==> config.mk <==
export PLATFORM = sky130hd
export DESIGN_NAME = param_stack_unit
export DESIGN_NICKNAME = d
export VERILOG_FILES = /design/src/rtl/stack_pkg.sv /design/src/rtl/stack_regfile.sv /design/src/rtl/param_stack_unit.sv
export SDC_FILE = /design/constraint.sdc
export NUM_CORES = 1
export LEC_CHECK = 0
export ABC_CLOCK_PERIOD_IN_PS = 11200
export CORE_MARGIN = 10
export CORE_UTILIZATION = 60
export CTS_BUF_LIST = sky130_fd_sc_hd__clkbuf_2 sky130_fd_sc_hd__clkbuf_4 sky130_fd_sc_hd__clkbuf_8
export CTS_CLUSTER_DIAMETER = 100
export DETAILED_ROUTE_END_ITERATION = 16
export PLACE_DENSITY_LB_ADDON = 0.2
export SYNTH_ARGS = -nofsm -noshare
export SYNTH_HDL_FRONTEND = slang
export SYNTH_HIERARCHICAL = 1
export SYNTH_SLANG_ARGS = --single-unit
==> constraint.sdc <==
create_clock -name CLK -period 11.2 [get_ports CLK]
set_input_delay 1.12 -clock CLK [delete_from_list [all_inputs] [get_ports CLK]]
set_output_delay 1.12 -clock CLK [all_outputs]
set_load 0.05 [all_outputs]
==> src/rtl/stack_pkg.sv <==
// stack_pkg: shared definitions for the parametrised data stack.
//   - opcode constants OP_NOP .. OP_CLEAR (codes 0-3 match the previous
//     fixed 16-bit stack)
//   - need_min(op): minimum depth an op requires before it may execute
//   - grows(op):    depth change of an op (+1 / 0 / -1); CLEAR is handled
//                   separately because it resets depth rather than stepping it
package stack_pkg;

  localparam logic [2:0] OP_NOP   = 3'd0;
  localparam logic [2:0] OP_PUSH  = 3'd1;
  localparam logic [2:0] OP_BINOP = 3'd2;
  localparam logic [2:0] OP_DROP  = 3'd3;
  localparam logic [2:0] OP_DUP   = 3'd4;
  localparam logic [2:0] OP_SWAP  = 3'd5;
  localparam logic [2:0] OP_OVER  = 3'd6;
  localparam logic [2:0] OP_CLEAR = 3'd7;

  function automatic logic [1:0] need_min(input logic [2:0] op);
    logic [1:0] n;
    case (op)
      OP_BINOP, OP_SWAP, OP_OVER: n = 2'd2;
      OP_DROP, OP_DUP:            n = 2'd1;
      default:                    n = 2'd0;
    endcase
    return n;
  endfunction

  function automatic logic signed [1:0] grows(input logic [2:0] op);
    logic signed [1:0] g;
    case (op)
      OP_PUSH, OP_DUP, OP_OVER: g = 2'sd1;
      OP_BINOP, OP_DROP:        g = -2'sd1;
      default:                  g = 2'sd0;
    endcase
    return g;
  endfunction

endpackage

==> src/rtl/stack_regfile.sv <==
// stack_regfile: DEPTH x WIDTH storage for the data stack, no reset.
// Ports:
//   CLK                 clock, writes on rising edge
//   ra_a / rd_a         combinational read port (top-of-stack address)
//   ra_b / rd_b         combinational read port (next-on-stack address)
//   we0 / wa0 / wd0     write port 0 (all single-write ops, half of SWAP)
//   we1 / wa1 / wd1     write port 1 (second half of SWAP)
// The array is rounded up to a power of two so wrapped read addresses
// (depth 0 or 1) always land inside it; the caller gates those reads.
module stack_regfile #(
  parameter int WIDTH = 16,
  parameter int DEPTH = 16,
  parameter int AW    = $clog2(DEPTH)
) (
  input  logic             CLK,
  input  logic [AW-1:0]    ra_a,
  output logic [WIDTH-1:0] rd_a,
  input  logic [AW-1:0]    ra_b,
  output logic [WIDTH-1:0] rd_b,
  input  logic             we0,
  input  logic [AW-1:0]    wa0,
  input  logic [WIDTH-1:0] wd0,
  input  logic             we1,
  input  logic [AW-1:0]    wa1,
  input  logic [WIDTH-1:0] wd1
);

  logic [WIDTH-1:0] mem [2**AW];

  assign rd_a = mem[ra_a];
  assign rd_b = mem[ra_b];

  // The two ports never target the same entry (SWAP writes top and second).
  always_ff @(posedge CLK) begin
    if (we0) mem[wa0] <= wd0;
    if (we1) mem[wa1] <= wd1;
  end

endmodule

==> src/rtl/param_stack_unit.sv <==
// param_stack_unit: parametrised data stack with top/second outputs for
// the ALU, depth status and error reporting.
// Ports:
//   CLK        clock
//   reset      asynchronous active-low reset (clears depth and all flags)
//   stackOP    operation: NOP PUSH BINOP DROP DUP SWAP OVER CLEAR
//   push_data  value for PUSH, result for BINOP
//   err_clear  clears sticky Overflow/Underflow (a same-cycle set wins)
//   outA/outB  top / second entry, zero when not present
//   depth      entry count 0..DEPTH; empty/full derived from it
//   op_err     one-cycle pulse after a rejected op
//   Overflow   sticky: a rejected op lacked free space
//   Underflow  sticky: a rejected op lacked entries (takes priority)
module param_stack_unit
  import stack_pkg::*;
#(
  parameter int WIDTH = 16,
  parameter int DEPTH = 16,
  parameter int DW    = $clog2(DEPTH+1)
) (
  input  logic             CLK,
  input  logic             reset,
  input  logic [2:0]       stackOP,
  input  logic [WIDTH-1:0] push_data,
  input  logic             err_clear,
  output logic [WIDTH-1:0] outA,
  output logic [WIDTH-1:0] outB,
  output logic [DW-1:0]    depth,
  output logic             empty,
  output logic             full,
  output logic             op_err,
  output logic             Overflow,
  output logic             Underflow
);

  localparam int AW = $clog2(DEPTH);

  logic [DW-1:0]    depth_q, depth_nxt;
  logic [AW-1:0]    idx_top, idx_nxt, idx_new;
  logic [WIDTH-1:0] rd_top, rd_nxt;
  logic             we0, we1;
  logic [AW-1:0]    wa0, wa1;
  logic [WIDTH-1:0] wd0, wd1;
  logic             is_full;
  logic             lack_entries, lack_space, reject;

  // idx_new is only written when not full, so it always fits in AW bits.
  assign idx_top = AW'(depth_q - DW'(1));
  assign idx_nxt = AW'(depth_q - DW'(2));
  assign idx_new = AW'(depth_q);

  stack_regfile #(
    .WIDTH (WIDTH),
    .DEPTH (DEPTH),
    .AW    (AW)
  ) u_regfile (
    .CLK  (CLK),
    .ra_a (idx_top),
    .rd_a (rd_top),
    .ra_b (idx_nxt),
    .rd_b (rd_nxt),
    .we0  (we0),
    .wa0  (wa0),
    .wd0  (wd0),
    .we1  (we1),
    .wa1  (wa1),
    .wd1  (wd1)
  );

  assign is_full      = (depth_q == DW'(DEPTH));
  assign lack_entries = (depth_q < DW'(need_min(stackOP)));
  assign lack_space   = (grows(stackOP) == 2'sd1) && is_full;
  assign reject       = lack_entries || lack_space;

  always_comb begin
    we0       = 1'b0;
    wa0       = idx_new;
    wd0       = push_data;
    we1       = 1'b0;
    wa1       = idx_nxt;
    wd1       = rd_top;
    depth_nxt = depth_q;
    if (!reject) begin
      case (stackOP)
        OP_PUSH: we0 = 1'b1;
        OP_BINOP: begin
          // Result overwrites the second entry, which becomes the new top.
          we0 = 1'b1;
          wa0 = idx_nxt;
        end
        OP_DUP: begin
          we0 = 1'b1;
          wd0 = rd_top;
        end
        OP_SWAP: begin
          we0 = 1'b1;
          wa0 = idx_top;
          wd0 = rd_nxt;
          we1 = 1'b1;
        end
        OP_OVER: begin
          we0 = 1'b1;
          wd0 = rd_nxt;
        end
        default: ;
      endcase

      if (stackOP == OP_CLEAR)
        depth_nxt = '0;
      else if (grows(stackOP) == 2'sd1)
        depth_nxt = depth_q + DW'(1);
      else if (grows(stackOP) == -2'sd1)
        depth_nxt = depth_q - DW'(1);
    end
  end

  always_ff @(posedge CLK or negedge reset) begin
    if (!reset) begin
      depth_q   <= '0;
      op_err    <= 1'b0;
      Overflow  <= 1'b0;
      Underflow <= 1'b0;
    end else begin
      depth_q   <= depth_nxt;
      op_err    <= reject;
      Underflow <= lack_entries || (Underflow && !err_clear);
      Overflow  <= (lack_space && !lack_entries) || (Overflow && !err_clear);
    end
  end

  assign depth = depth_q;
  assign empty = (depth_q == '0);
  assign full  = is_full;
  assign outA  = (depth_q >= DW'(1)) ? rd_top : '0;
  assign outB  = (depth_q >= DW'(2)) ? rd_nxt : '0;

endmodule

### After elaboration in Yosys (flattened, before gate mapping)

Memory sizes are Yosys's and may differ from the RTL's.
Index checks and enable logic that the tools add are counted.

* bits in writable memories: 256
* output and inout port bits: 42
* bits in registers: 8
* logic and storage cells: 65
* memories kept: 1

* multiplexer cells: 24
* equal/unequal tests: 11
* bitwise logic cells: 1
* add/subtract/negate cells: 3
* magnitude comparators: 3
* reductions and logical operators: 18

Memory list
* u_regfile.mem: words 16, width 16, read ports 2, clocked after Yosys merged registers in 0, wr ports 2, line stack_regfile.sv:28 `logic [WIDTH-1:0] mem [2**AW];`

Operators by type and width (count)
* 16-bit two-way mux: 3
* 16-bit one-hot mux with 2 select lines: 1
* 5-bit two-way mux: 3
* 3-bit equality test, second input constant: 4
* 2-bit two-way mux: 5
* 1-bit two-way mux: 8
* 2-bit one-hot mux with 2 select lines: 2
* 4-bit one-hot mux with 2 select lines: 1
* 3-bit by 2-bit equality test with 1-bit output, second input constant: 2
* 2-bit OR reduction: 3
* 3-bit OR reduction: 2
* 5-bit by 1-bit adder with 5-bit output, second input constant: 1
* 5-bit equality test, second input constant: 1
* 5-bit by 1-bit greater-or-equal comparator with 1-bit output, second input constant: 1
* 5-bit by 2-bit greater-or-equal comparator with 1-bit output, second input constant: 1
* 5-bit logical NOT: 1
* 5-bit by 2-bit less-than comparator with 1-bit output: 1
* 5-bit OR reduction: 1
* 5-bit by 1-bit subtractor with 5-bit output, second input constant: 1
* 2-bit equality test, second input constant: 2
* 1-bit logical AND: 4
* 4-bit two-way mux: 1
* 4-bit by 2-bit subtractor with 4-bit output, second input constant: 1
* 3-bit by 1-bit equality test with 1-bit output, second input constant: 1
* 6 further kinds: 9

### Longest topological paths before layout

* depth in word-level cells: 15
* depth in mapped cells: 14
* depth with buffers taken out: 10

### Cells and area by module

Netlist, hierarchy kept.

Modules (own cells, without submodules)
* stack_regfile: area each 15014.4 um2, instances 1, sequential area each 7687.4 um2, cells an instance 890
* param_stack_unit: area each 1470.2 um2, instances 1, sequential area each 200.2 um2, cells an instance 194

### Worst setup path before layout

No wires, ideal clock.

* kind: input to register
* start: in stackOP[0]
* end: mem u_regfile.mem[1][0] (enable)
* setup slack: 5.838 ns
* path buffers: 2
* stages on the path: 11
* setup time: 0.411 ns
* data arrival time: 4.951 ns
* required time: 10.789 ns
* cells stage by stage: clkbuf_1 -> nand3b_1 -> and2_1 -> ha_1 -> or4_4 -> buf_6 -> o32ai_1 -> a2111o_1 -> o21ai_0 -> or3b_2 -> o21ai_0

RTL lines
* from (decl): line param_stack_unit.sv:23 `input logic [2:0] stackOP,`
* to (decl): line stack_regfile.sv:28

### Final worst setup path

* start: reg depth_q[0] (netlist: depth[0])
* end: out outA[13]

* word-level cells in the longest chain between the ends: 3
* elaborated cells on any way between the ends: 4

Ends and longest elaborated chain
* from (decl): line param_stack_unit.sv:38 `logic [DW-1:0] depth_q, depth_nxt;`
* from (signal assigned): line param_stack_unit.sv:124 `depth_q <= depth_nxt;`
* 5-bit by 1-bit subtractor with 5-bit output
* net idx_top[0]: line param_stack_unit.sv:39 `logic [AW-1:0] idx_top, idx_nxt, idx_new;`
* memory 16 x 16 bit
* net rd_top[13]: line param_stack_unit.sv:40 `logic [WIDTH-1:0] rd_top, rd_nxt;`
* 16-bit two-way mux: line param_stack_unit.sv:134 `assign outA = (depth_q >= DW'(1)) ? rd_top : '0;`
* to (decl): line param_stack_unit.sv:26 `output logic [WIDTH-1:0] outA,`

The timed path passes the listed nets, and every way through them passes these cells.

==> flow_summary.yaml <==
detailed_routing:
  routed-via-count: 10953
  drt_pre_antenna_iters: 5
  drt.antenna.violating_nets: 0
  post_detailed_routing_wire_length_microns: 48900
  vias_per_cell: 7.38
  post_detailed_route_drc_marker_count: 0
  wl_per_cell_microns: 33.0
  drt_iter0_drc: 1369
logic_synthesis:
  yosys.area_share.xor_xnor: 0.00213
  synth_top_family_by_area: "multiplexers"
  synth-main-ff-cell: "edfxtp_1"
  postSynthAreaPerCell_sq_um: 15.2
  portion_of_the_post_synthesis_area_used_by_sequential_elements: 0.478
  area_fraction_in_compound_gates_after_synthesis: 0.0597
  synth_area_leaders: "edfxtp_1 (47%), mux4_2 (17%), mux2_2 (16%), a22oi_1 (2.9%), mux2_4 (1.6%)"
  post_synth_mux_area_share: 0.356
  synth_enable_flop_cells: 256
  synthDistinctLibCells: 61
  synthArstFlopShare: 0.0303
  syn-cell-area_sq_um: 16500
  number_of_storage_elements_in_the_synthesis_netlist: 264
  synth_largest_area_cell: "edfxtp_1"
  simple_gate_share_of_the_synthesized_area: 0.0586
  synth-adder-area-share: 0.00683
  syn-instance-count: 1084
  syn_nets: 1115
  synth.top_cell.area_share: 0.466
  ys_warn_count: 6
sta:
  final-hold-violation-count: 0
  grt_setup_unrepaired: "no"
  totalNegativeSetupSlack_ps: 0
  final.min_clock_period_ps: 6860
  worst_slew_pin_slew_ps: 1540
  finalClockSkew_ps: 25.7
  slew_violations: 18
  timing.slew.headroom: -0.0274
  holdWs_ps: 498
  min_period_over_period: 0.613
  setup_viol: 0
  fmaxAchievable_ghz: 0.146
layout:
  finalNetCount: 1142
  final_layout_size_suffix_gt1_frac: 0.471
  finalCoreUtilization: 0.670
  n_fill_cell: 1902
  multiInputGateArea_sq_um: 8070
  areaGrowthSynthToFinish_pct: 9.87
  final_common_cell: "edfxtp_1"
  antennaDiodeCount: 0
  seq_area_sq_um: 7890
  mostFrequentLayoutCells: "edfxtp_1 (256), mux2_2 (237), mux4_2 (128), a22oi_1 (64), clkdlybuf4s50_1 (63)"
worst_setup_path:
  endpoint_arrival_time_on_the_critical_path_ps: 5740
  worst_setup_sp: "depth[0]$_DFFE_PN0P_"
  endpoint_kind: "output port"
  worstPathCellList: "inv_4 -> ha_1 -> inv_2 -> buf_4 -> mux4_2 -> a22oi_1 -> nand2_1 -> and2_1 -> clkdlybuf4s50_1"
  setup.worst_path.class: "reg2out"
  timing.critical_path.fanout_max: 40
  slowest_stage: "dfrtp_4"
  critical_path.max_stage_delay_ps: 920
  regToRegStartpoint: "depth[0]$_DFFE_PN0P_"
  cp.required_ps: 10080
  worst_setup_path_start_kind: "flop"
grt:
  grt_max_degree: 53
  track_usage: 0.286
  vias_in_the_first_global_route: 11043
  overflow: 0
  antenna_found_initial: 0
  grt_pass1_wl_microns: 72200
die:
  top_level_ports: 64
  horizontal_die_dimension_microns: 186
  start_util: 0.610
  num_rows: 60
  floorplan.core_area_sq_um: 27000
  die_height_microns: 186
  dieArea_sq_um: 34500
job:
  drv.max_cap_violation_count: 1
clock_tree:
  cts.sinks: 264
  ctsRootBufferMaster: "clkbuf_8"
  cts_inserted_buffers: 45
  cts-htree-levels: 2
  later_pin_clock_latency_in_the_skew_report_ps: 570
  cts_post_setup_buffers_inserted: 0
  cts-root-to-sink-buffers: 3
  tritoncts: "done"
  worst_setup_hold_path_clk_slew_ps: 60
  cts-hold-fix-buffers: 0
  cts_repair_resize_count: 0
status:
  failing_checks: "capacitance limit, slew limit"
  status: "complete, but fails checks"
min_path:
  timing.hold.worst.class: "reg2reg"
  hold_path_startpoint: "Overflow$_DFF_PN0_"
place:
  place.detailed.hpwl_microns: 29300
  io_buffers: 63
  globalplace.congestion: 0.857
[path summary, 6_finish.rpt]
check	endpoint	slack [ps]	depth (start not counted)
max	outA[13]	4340	9
min	Overflow$_DFF_PN0_	500	1
max reg2reg	u_regfile/mem[12][8]$_DFFE_PP_	5310	10
min reg2reg	Overflow$_DFF_PN0_	500	1
max in group asynchronous	depth[0]$_DFFE_PN0P_	10060	1
min in group asynchronous	depth[4]$_DFFE_PN0P_	830	1
[area by class of cell]
class,count,area share
Clock buffer,61,0.0415
Clock inverter,18,0.00442
Inverter,11,0.00249
Multi-Input combinational cell,698,0.445
Sequential cell,264,0.436
Tap cell,341,0.0236
Timing Repair Buffer,91,0.0468
[critical path, delay by kind of cell, from the launching register on]
family	cells	cell delay, ps
AO/OA/AOI/OAI	1	220
adder cells (fa/ha/maj)	1	480
buffers and inverters	4	2390
flip-flops	1	920
multiplexers	1	390
AND/OR/NAND/NOR	2	730
[flip-flops by register name (all words and copies together), names as in the netlist]
signal         flops
u_regfile/mem    256
depth              5
Overflow           1
Underflow          1
op_err             1
[synth_stat cells, types with 6 or more instances]
library cell	count
edfxtp_1	256
mux2_2	237
mux4_2	128
a22oi_1	64
clkbuf_1	53
nand2_1	44
and2_1	35
buf_2	30
mux2_4	18
o221a_2	16
or2_0	16
nor2_1	13
nand2b_1	12
o21ai_0	12
inv_1	11
o22ai_1	11
dlygate4sd1_1	9
ha_1	9
nor2_2	9
buf_6	8
dfrtp_1	8
a21oi_1	7
nand3_1	6
[per-stage QoR]
| step | worst slack (ps) | area (sq um) | instances |
|---|---|---|---|
| 2_1_floorplan | 5840 | 16500 | 1084 |
| 3_3_place_gp | 4840 | 17300 | 1404 |
| 3_5_place_dp | 4780 | 17300 | 1404 |
| 4_1_cts | 4320 | 18100 | 1483 |
| 5_1_grt | 4060 | 18100 | 1484 |
| 6_report | 4340 | 18100 | 1484 |
[metal layers]
metal,wire [microns],vias up,share of wire,GRT usage
li1,-,4464,-,-
met2,22700,741,0.46,0.435
met1,18300,5597,0.37,0.380
met4,2400,0,0.049,0.141
met3,5490,151,0.11,0.0671
met5,0,-,0,0
[kinds of logic after synthesis]
kind of cell | count (synthesis)
mux | 387
flops | 264
simple gates | 169
compound gates | 129
buf+inv | 122
fa+ha+maj | 9
xor+xnor | 4
Power is not shown: default switching activity piles up to over one toggle a cycle in this logic, so the estimate is an artifact.
